File: config.mk
export PLATFORM = sky130hd
export DESIGN_NAME = startup_gen
export DESIGN_NICKNAME = d
export VERILOG_FILES = /design/src/rtl/drsstc_pkg.sv /design/src/rtl/edge_det.sv /design/src/rtl/startup_gen.sv
export SDC_FILE = /design/constraint.sdc
export NUM_CORES = 1
export LEC_CHECK = 0
export CELL_PAD_IN_SITES_DETAIL_PLACEMENT = 0
export CELL_PAD_IN_SITES_GLOBAL_PLACEMENT = 1
export CORE_MARGIN = 4
export CORE_UTILIZATION = 40
export CTS_CLUSTER_DIAMETER = 50
export DETAILED_ROUTE_END_ITERATION = 16
export PLACE_DENSITY_LB_ADDON = 0.15
export RECOVER_POWER = 100
export SYNTH_ARGS = -nofsm -noshare
export SYNTH_HDL_FRONTEND = slang
export SYNTH_SLANG_ARGS = --single-unit
export TNS_END_PERCENT = 5
File: constraint.sdc
create_clock -name clk -period 2.4 [get_ports clk]
set_clock_uncertainty 0.05 [all_clocks]
set_input_delay 0.36 -clock clk [delete_from_list [all_inputs] [get_ports clk]]
set_output_delay 0.36 -clock clk [all_outputs]
set_load 0.01 [all_outputs]
File: src/rtl/drsstc_pkg.sv
// Shared FSM state type and timing helpers for the DRSSTC startup/interrupter blocks.
package drsstc_pkg;

  typedef enum logic [1:0] {
    ST_IDLE = 2'd0,
    ST_RUN  = 2'd1,
    ST_HOLD = 2'd2
  } state_e;

  // Clock cycles per half period of the startup drive (expected integer, >= 2).
  function automatic int half_cycles(input int clk_mhz, input int gen_khz);
    return (clk_mhz * 1000) / (2 * gen_khz);
  endfunction

  function automatic logic [7:0] sat_inc8(input logic [7:0] v);
    return (v == 8'hFF) ? v : (v + 8'd1);
  endfunction

endpackage

File: src/rtl/edge_det.sv
// Single-bit edge detector: registered history plus combinational rise/fall/any-edge flags.
module edge_det (
  input  logic clk,
  input  logic rst,
  input  logic d,
  output logic rise,
  output logic fall,
  output logic any
);

  logic hist_d, hist_q;

  // Next history value is simply the current sample.
  always_comb begin
    hist_d = d;
  end

  // History register, cleared by reset so a level held through reset reads as a rise.
  always_ff @(posedge clk) begin
    if (rst) begin
      hist_q <= 1'b0;
    end else begin
      hist_q <= hist_d;
    end
  end

  assign rise = d & ~hist_q;
  assign fall = ~d & hist_q;
  assign any  = d ^ hist_q;

endmodule

File: src/rtl/startup_gen.sv
// Startup square-wave generator for the DRSSTC feedback selector (IDLE/RUN/HOLD).
// Define STARTUP_GEN_FAIL_CNT_EN to build the saturating fail_cnt counter; otherwise fail_cnt reads 0.
module startup_gen
  import drsstc_pkg::*;
#(
  parameter int CLK_MHZ      = 100,
  parameter int GEN_FREQ_KHZ = 500,
  parameter int MAX_PERIODS  = 8
) (
  input  logic       clk,
  input  logic       rst,
  input  logic       en,
  input  logic       lock,
  output logic       gen,
  output logic       active,
  output logic       fail,
  output logic [7:0] fail_cnt
);

  localparam int HALF = half_cycles(CLK_MHZ, GEN_FREQ_KHZ);
  localparam int HCW  = (HALF > 1) ? $clog2(HALF) : 1;
  localparam int PCW  = $clog2(MAX_PERIODS + 1);
  localparam logic [HCW-1:0] HALF_LAST = HCW'(HALF - 1);
  localparam logic [PCW-1:0] PER_MAX   = PCW'(MAX_PERIODS);

  state_e         state_q, state_d;
  logic [HCW-1:0] hcnt_q, hcnt_d;
  logic [PCW-1:0] pcnt_q, pcnt_d;
  logic           gen_q, gen_d;
  logic           active_q, active_d;
  logic           fail_q, fail_d;
  logic           stop_en_q, stop_en_d;
  logic           stop_lock_q, stop_lock_d;
  logic           en_rise, en_fall, en_any;
  logic           half_done;

  edge_det u_en_edge (
    .clk  (clk),
    .rst  (rst),
    .d    (en),
    .rise (en_rise),
    .fall (en_fall),
    .any  (en_any)
  );

  assign half_done = (hcnt_q == HALF_LAST);

  // Next-state logic. RUN is entered with en high, so inside RUN and HOLD the first low sample
  // of en always shows up as an edge; stop requests latch until gen is low.
  always_comb begin
    state_d     = state_q;
    hcnt_d      = hcnt_q;
    pcnt_d      = pcnt_q;
    gen_d       = gen_q;
    fail_d      = 1'b0;
    stop_en_d   = stop_en_q | en_fall;
    stop_lock_d = stop_lock_q | lock;
    case (state_q)
      ST_IDLE: begin
        gen_d       = 1'b0;
        stop_en_d   = 1'b0;
        stop_lock_d = 1'b0;
        if (en_rise) begin
          state_d = ST_RUN;
          gen_d   = 1'b1;
          hcnt_d  = '0;
          pcnt_d  = '0;
        end else begin
          state_d = ST_IDLE;
        end
      end
      ST_RUN: begin
        if (!gen_q && stop_en_d) begin
          state_d = ST_IDLE;
        end else if (!gen_q && stop_lock_d) begin
          state_d = ST_HOLD;
        end else if (!half_done) begin
          hcnt_d = hcnt_q + 1'b1;
        end else if (gen_q) begin
          hcnt_d = '0;
          gen_d  = 1'b0;
          pcnt_d = pcnt_q + 1'b1;
          if (stop_en_d) begin
            state_d = ST_IDLE;
          end else if (stop_lock_d) begin
            state_d = ST_HOLD;
          end else begin
            state_d = ST_RUN;
          end
        end else if (pcnt_q == PER_MAX) begin
          state_d = ST_HOLD;
          fail_d  = 1'b1;
        end else begin
          hcnt_d = '0;
          gen_d  = 1'b1;
        end
      end
      ST_HOLD: begin
        gen_d       = 1'b0;
        stop_en_d   = 1'b0;
        stop_lock_d = 1'b0;
        if (en_any) begin
          state_d = ST_IDLE;
        end else begin
          state_d = ST_HOLD;
        end
      end
      default: begin
        state_d     = ST_IDLE;
        gen_d       = 1'b0;
        stop_en_d   = 1'b0;
        stop_lock_d = 1'b0;
      end
    endcase
    active_d = (state_d == ST_RUN);
  end

  // State, counters and registered outputs.
  always_ff @(posedge clk) begin
    if (rst) begin
      state_q     <= ST_IDLE;
      hcnt_q      <= '0;
      pcnt_q      <= '0;
      gen_q       <= 1'b0;
      active_q    <= 1'b0;
      fail_q      <= 1'b0;
      stop_en_q   <= 1'b0;
      stop_lock_q <= 1'b0;
    end else begin
      state_q     <= state_d;
      hcnt_q      <= hcnt_d;
      pcnt_q      <= pcnt_d;
      gen_q       <= gen_d;
      active_q    <= active_d;
      fail_q      <= fail_d;
      stop_en_q   <= stop_en_d;
      stop_lock_q <= stop_lock_d;
    end
  end

  assign gen    = gen_q;
  assign active = active_q;
  assign fail   = fail_q;

`ifdef STARTUP_GEN_FAIL_CNT_EN
  logic [7:0] fail_cnt_q, fail_cnt_d;

  // Saturating count of fail pulses.
  always_comb begin
    fail_cnt_d = fail_d ? sat_inc8(fail_cnt_q) : fail_cnt_q;
  end

  // Fail counter register.
  always_ff @(posedge clk) begin
    if (rst) begin
      fail_cnt_q <= 8'd0;
    end else begin
      fail_cnt_q <= fail_cnt_d;
    end
  end

  assign fail_cnt = fail_cnt_q;
`else
  assign fail_cnt = 8'd0;
`endif

endmodule

==> out/metrics.cfg <==
[run_status]
status = completed

[die]
initial_core_util_pct = 42.8
die_y_um = 60.2
die_x_um = 60.2
ios = 15
core_area_um2 = 2540
die_area_um2 = 3620
num_rows = 18

[clock_tree]
clk_latency_ns = 0.30
cts_tree = built
cts_buffer_depth = 2
post_cts_buffers = 0
cts_buffers = 3
clk_pin_slew_ns = 0.11
cts.repair.resized = 0
cts_hold_repair.buffers = 0
clockRootBuffer = clkbuf_4
htreeDepth = 1
clkSinkCount = 19

[setup_path]
crit_family = compound AO/OA/AOI/OAI gates
crit_buf_inv = 2
r2r_cells = 5
crit_path_max_incr_delay_ns = 0.55
crit_cells = 7
end_kind = flip-flop
slowest_stage = dlygate4sd3_1
cp_data_required_time_ns = 2.59
worstPathArrival_ns = 2.38
crit_path_start_kind = primary input
crit_type = primary input to flip-flop
path_max_fanout = 4
cp_cell_sequence = dlygate4sd3_1 > inv_1 > ha_1 > or4_1 > a221oi_2 > a41oi_1 > a31oi_1

[finish]
final-instance-count-excl-fill = 167
n_antenna_cell = 0
syn2layout_area_growth_pct = 9.54
final_net_count = 147
fin_area_um2 = 1190
drive_above_1_share_pct = 8.03

[sta]
finalMaxSlewViolations = 0
rsz0062_at_grt = false
fmax_mhz = 458
slew_headroom_pct = 57.9
period_share_pct = 91.0
hold_ws_ns = 0.451
tightest_slew_ns = 0.628
min_period_ns = 2.18
hold_viol = 0
final-setup-viol-count = 0
setup_tns_ns = 0

[min_path]
hp-class = flip-flop to flip-flop
hold_depth = 1

[route]
wl_per_cell_um = 13.5
drc = 0
wl_um = 2250
drt_first_iter_violations = 17
viasPerCell = 5.59
vias = 933
ant_nets = 0
drt_pass1_iterations = 4

[synthesis]
synth-main-ff-cell = dfxtp_1
async_flop_share_pct = 0
synth_top_area_share_pct = 34.9
netlist_area_um2 = 1090
synth.area.top_cells = dfxtp_1 35%, ha_1 5.7%, buf_4 5.5%
yosys_warnings = 0
post-synth-top-count-cell = dfxtp_1
ys_top_cells_by_count = 19 x dfxtp_1, 8 x buf_4, 8 x nor2_1
synth-edff-count = 0
syn_area_per_cell_um2 = 8.78
synth-seq-cells = 19
synth_seq_area_share_pct = 34.9
syn_inst = 124
synth_top_cell_by_area = dfxtp_1
ys_types = 45

[run]
maxCapViolCount = 0

[global_route]
use_met2_pct = 22.5
use_met3_pct = 4.75
track_usage_pct = 14.6
grt_max_degree = 11
grt_pass1_vias = 880
grt_most_used_layer = met2
gr-total-overflow = 0
antenna_found_initial = 0
use_met1_pct = 19.2
grt_pass1_wl_um = 3990

[place]
dpl.hpwl_um = 1690
numPortBuffers = 6
post_dp_cell_area_um2 = 1190
placed_cells = 163
routabilityCongestion = 0.788

[pwr]
p_per_area_nw_per_um2 = 508
max-vdd-ir-drop_uv = 356
leakagePower_nw = 0.431

[flip-flops by register name, indices dropped and copies added, names as in the netlist]
register / flops
hcnt_q: 7
pcnt_q: 4
state_q: 2
active: 1
fail: 1
gen: 1
stop_en_q: 1
stop_lock_q: 1
u_en_edge.hist_q: 1
[area by class of cell]
cell class	instances	area, um2
clock buffers	4	26.3
flip-flops and latches	19	380
multi-input cells	96	628
fillers	262	1350
well taps	30	37.5
inverters	5	18.8
repair buffers	13	101
[worst register-to-register path, stage by stage, from the launching register on]
cell	delay [ns]
dfxtp_1	0.39
ha_1	0.21
and2b_1	0.25
a31oi_1	0.27
or4b_1	0.57
a21oi_1	0.14
[where the power goes]
part           switching [mW]  internal, mW  leakage [nW]
sequential             0.0123         0.324         0.154
clock                   0.104        0.0649        0.0150
combinational          0.0570        0.0430         0.262
total                   0.173         0.432         0.431
[routing by layer]
| layer | vias up | share of wire [%] |
|---|---|---|
| met5 | - | 0 |
| met4 | 0 | 1.0 |
| met3 | 4 | 4.6 |
| met2 | 19 | 45 |
| met1 | 436 | 49 |
| li1 | 474 | - |
[placed cells by master (no fill, tap or decap), types with 5 or more instances in the layout]
cell type,n
conb_1,8
a21oi_1,6
inv_1,5
o21ai_0,5
nand2b_1,7
ha_1,5
a31oi_1,5
nor2_1,8
dfxtp_1,19
nand2_1,6
[logic make-up (layout without fill, tap and decap cells)]
logic type / Yosys count / after routing / synth area share (%)
mux: 2 / 2 / 1.84
buf+inv: 16 / 22 / 8.39
other cells: 1 / 8 / 0.344
simple gates: 44 / 44 / 23.7
fa+ha+maj: 5 / 5 / 5.75
flops: 19 / 19 / 34.9
compound gates: 37 / 37 / 25.1
[worst paths after layout]
path | from | endpoint | slack [ns]
worst max-delay path | en | hcnt_q[6] | 0.22
worst min-delay path | hcnt_q[6] | hcnt_q[6] | 0.45
worst max register to register | hcnt_q[0] | pcnt_q[1] | 0.45
worst min register to register | hcnt_q[6] | hcnt_q[6] | 0.45
[metrics by stage]
step                power [mW]  worst slack, ns  util, %
floorplan                0.420            0.550        -
global route             0.640            0.102     46.9
global placement         0.450          -0.0123     46.9
finish                   0.605            0.215     46.9
CTS                      0.619            0.294     47.9
detailed placement       0.451          -0.0405     46.9
Power figures use the tool's default switching activity.
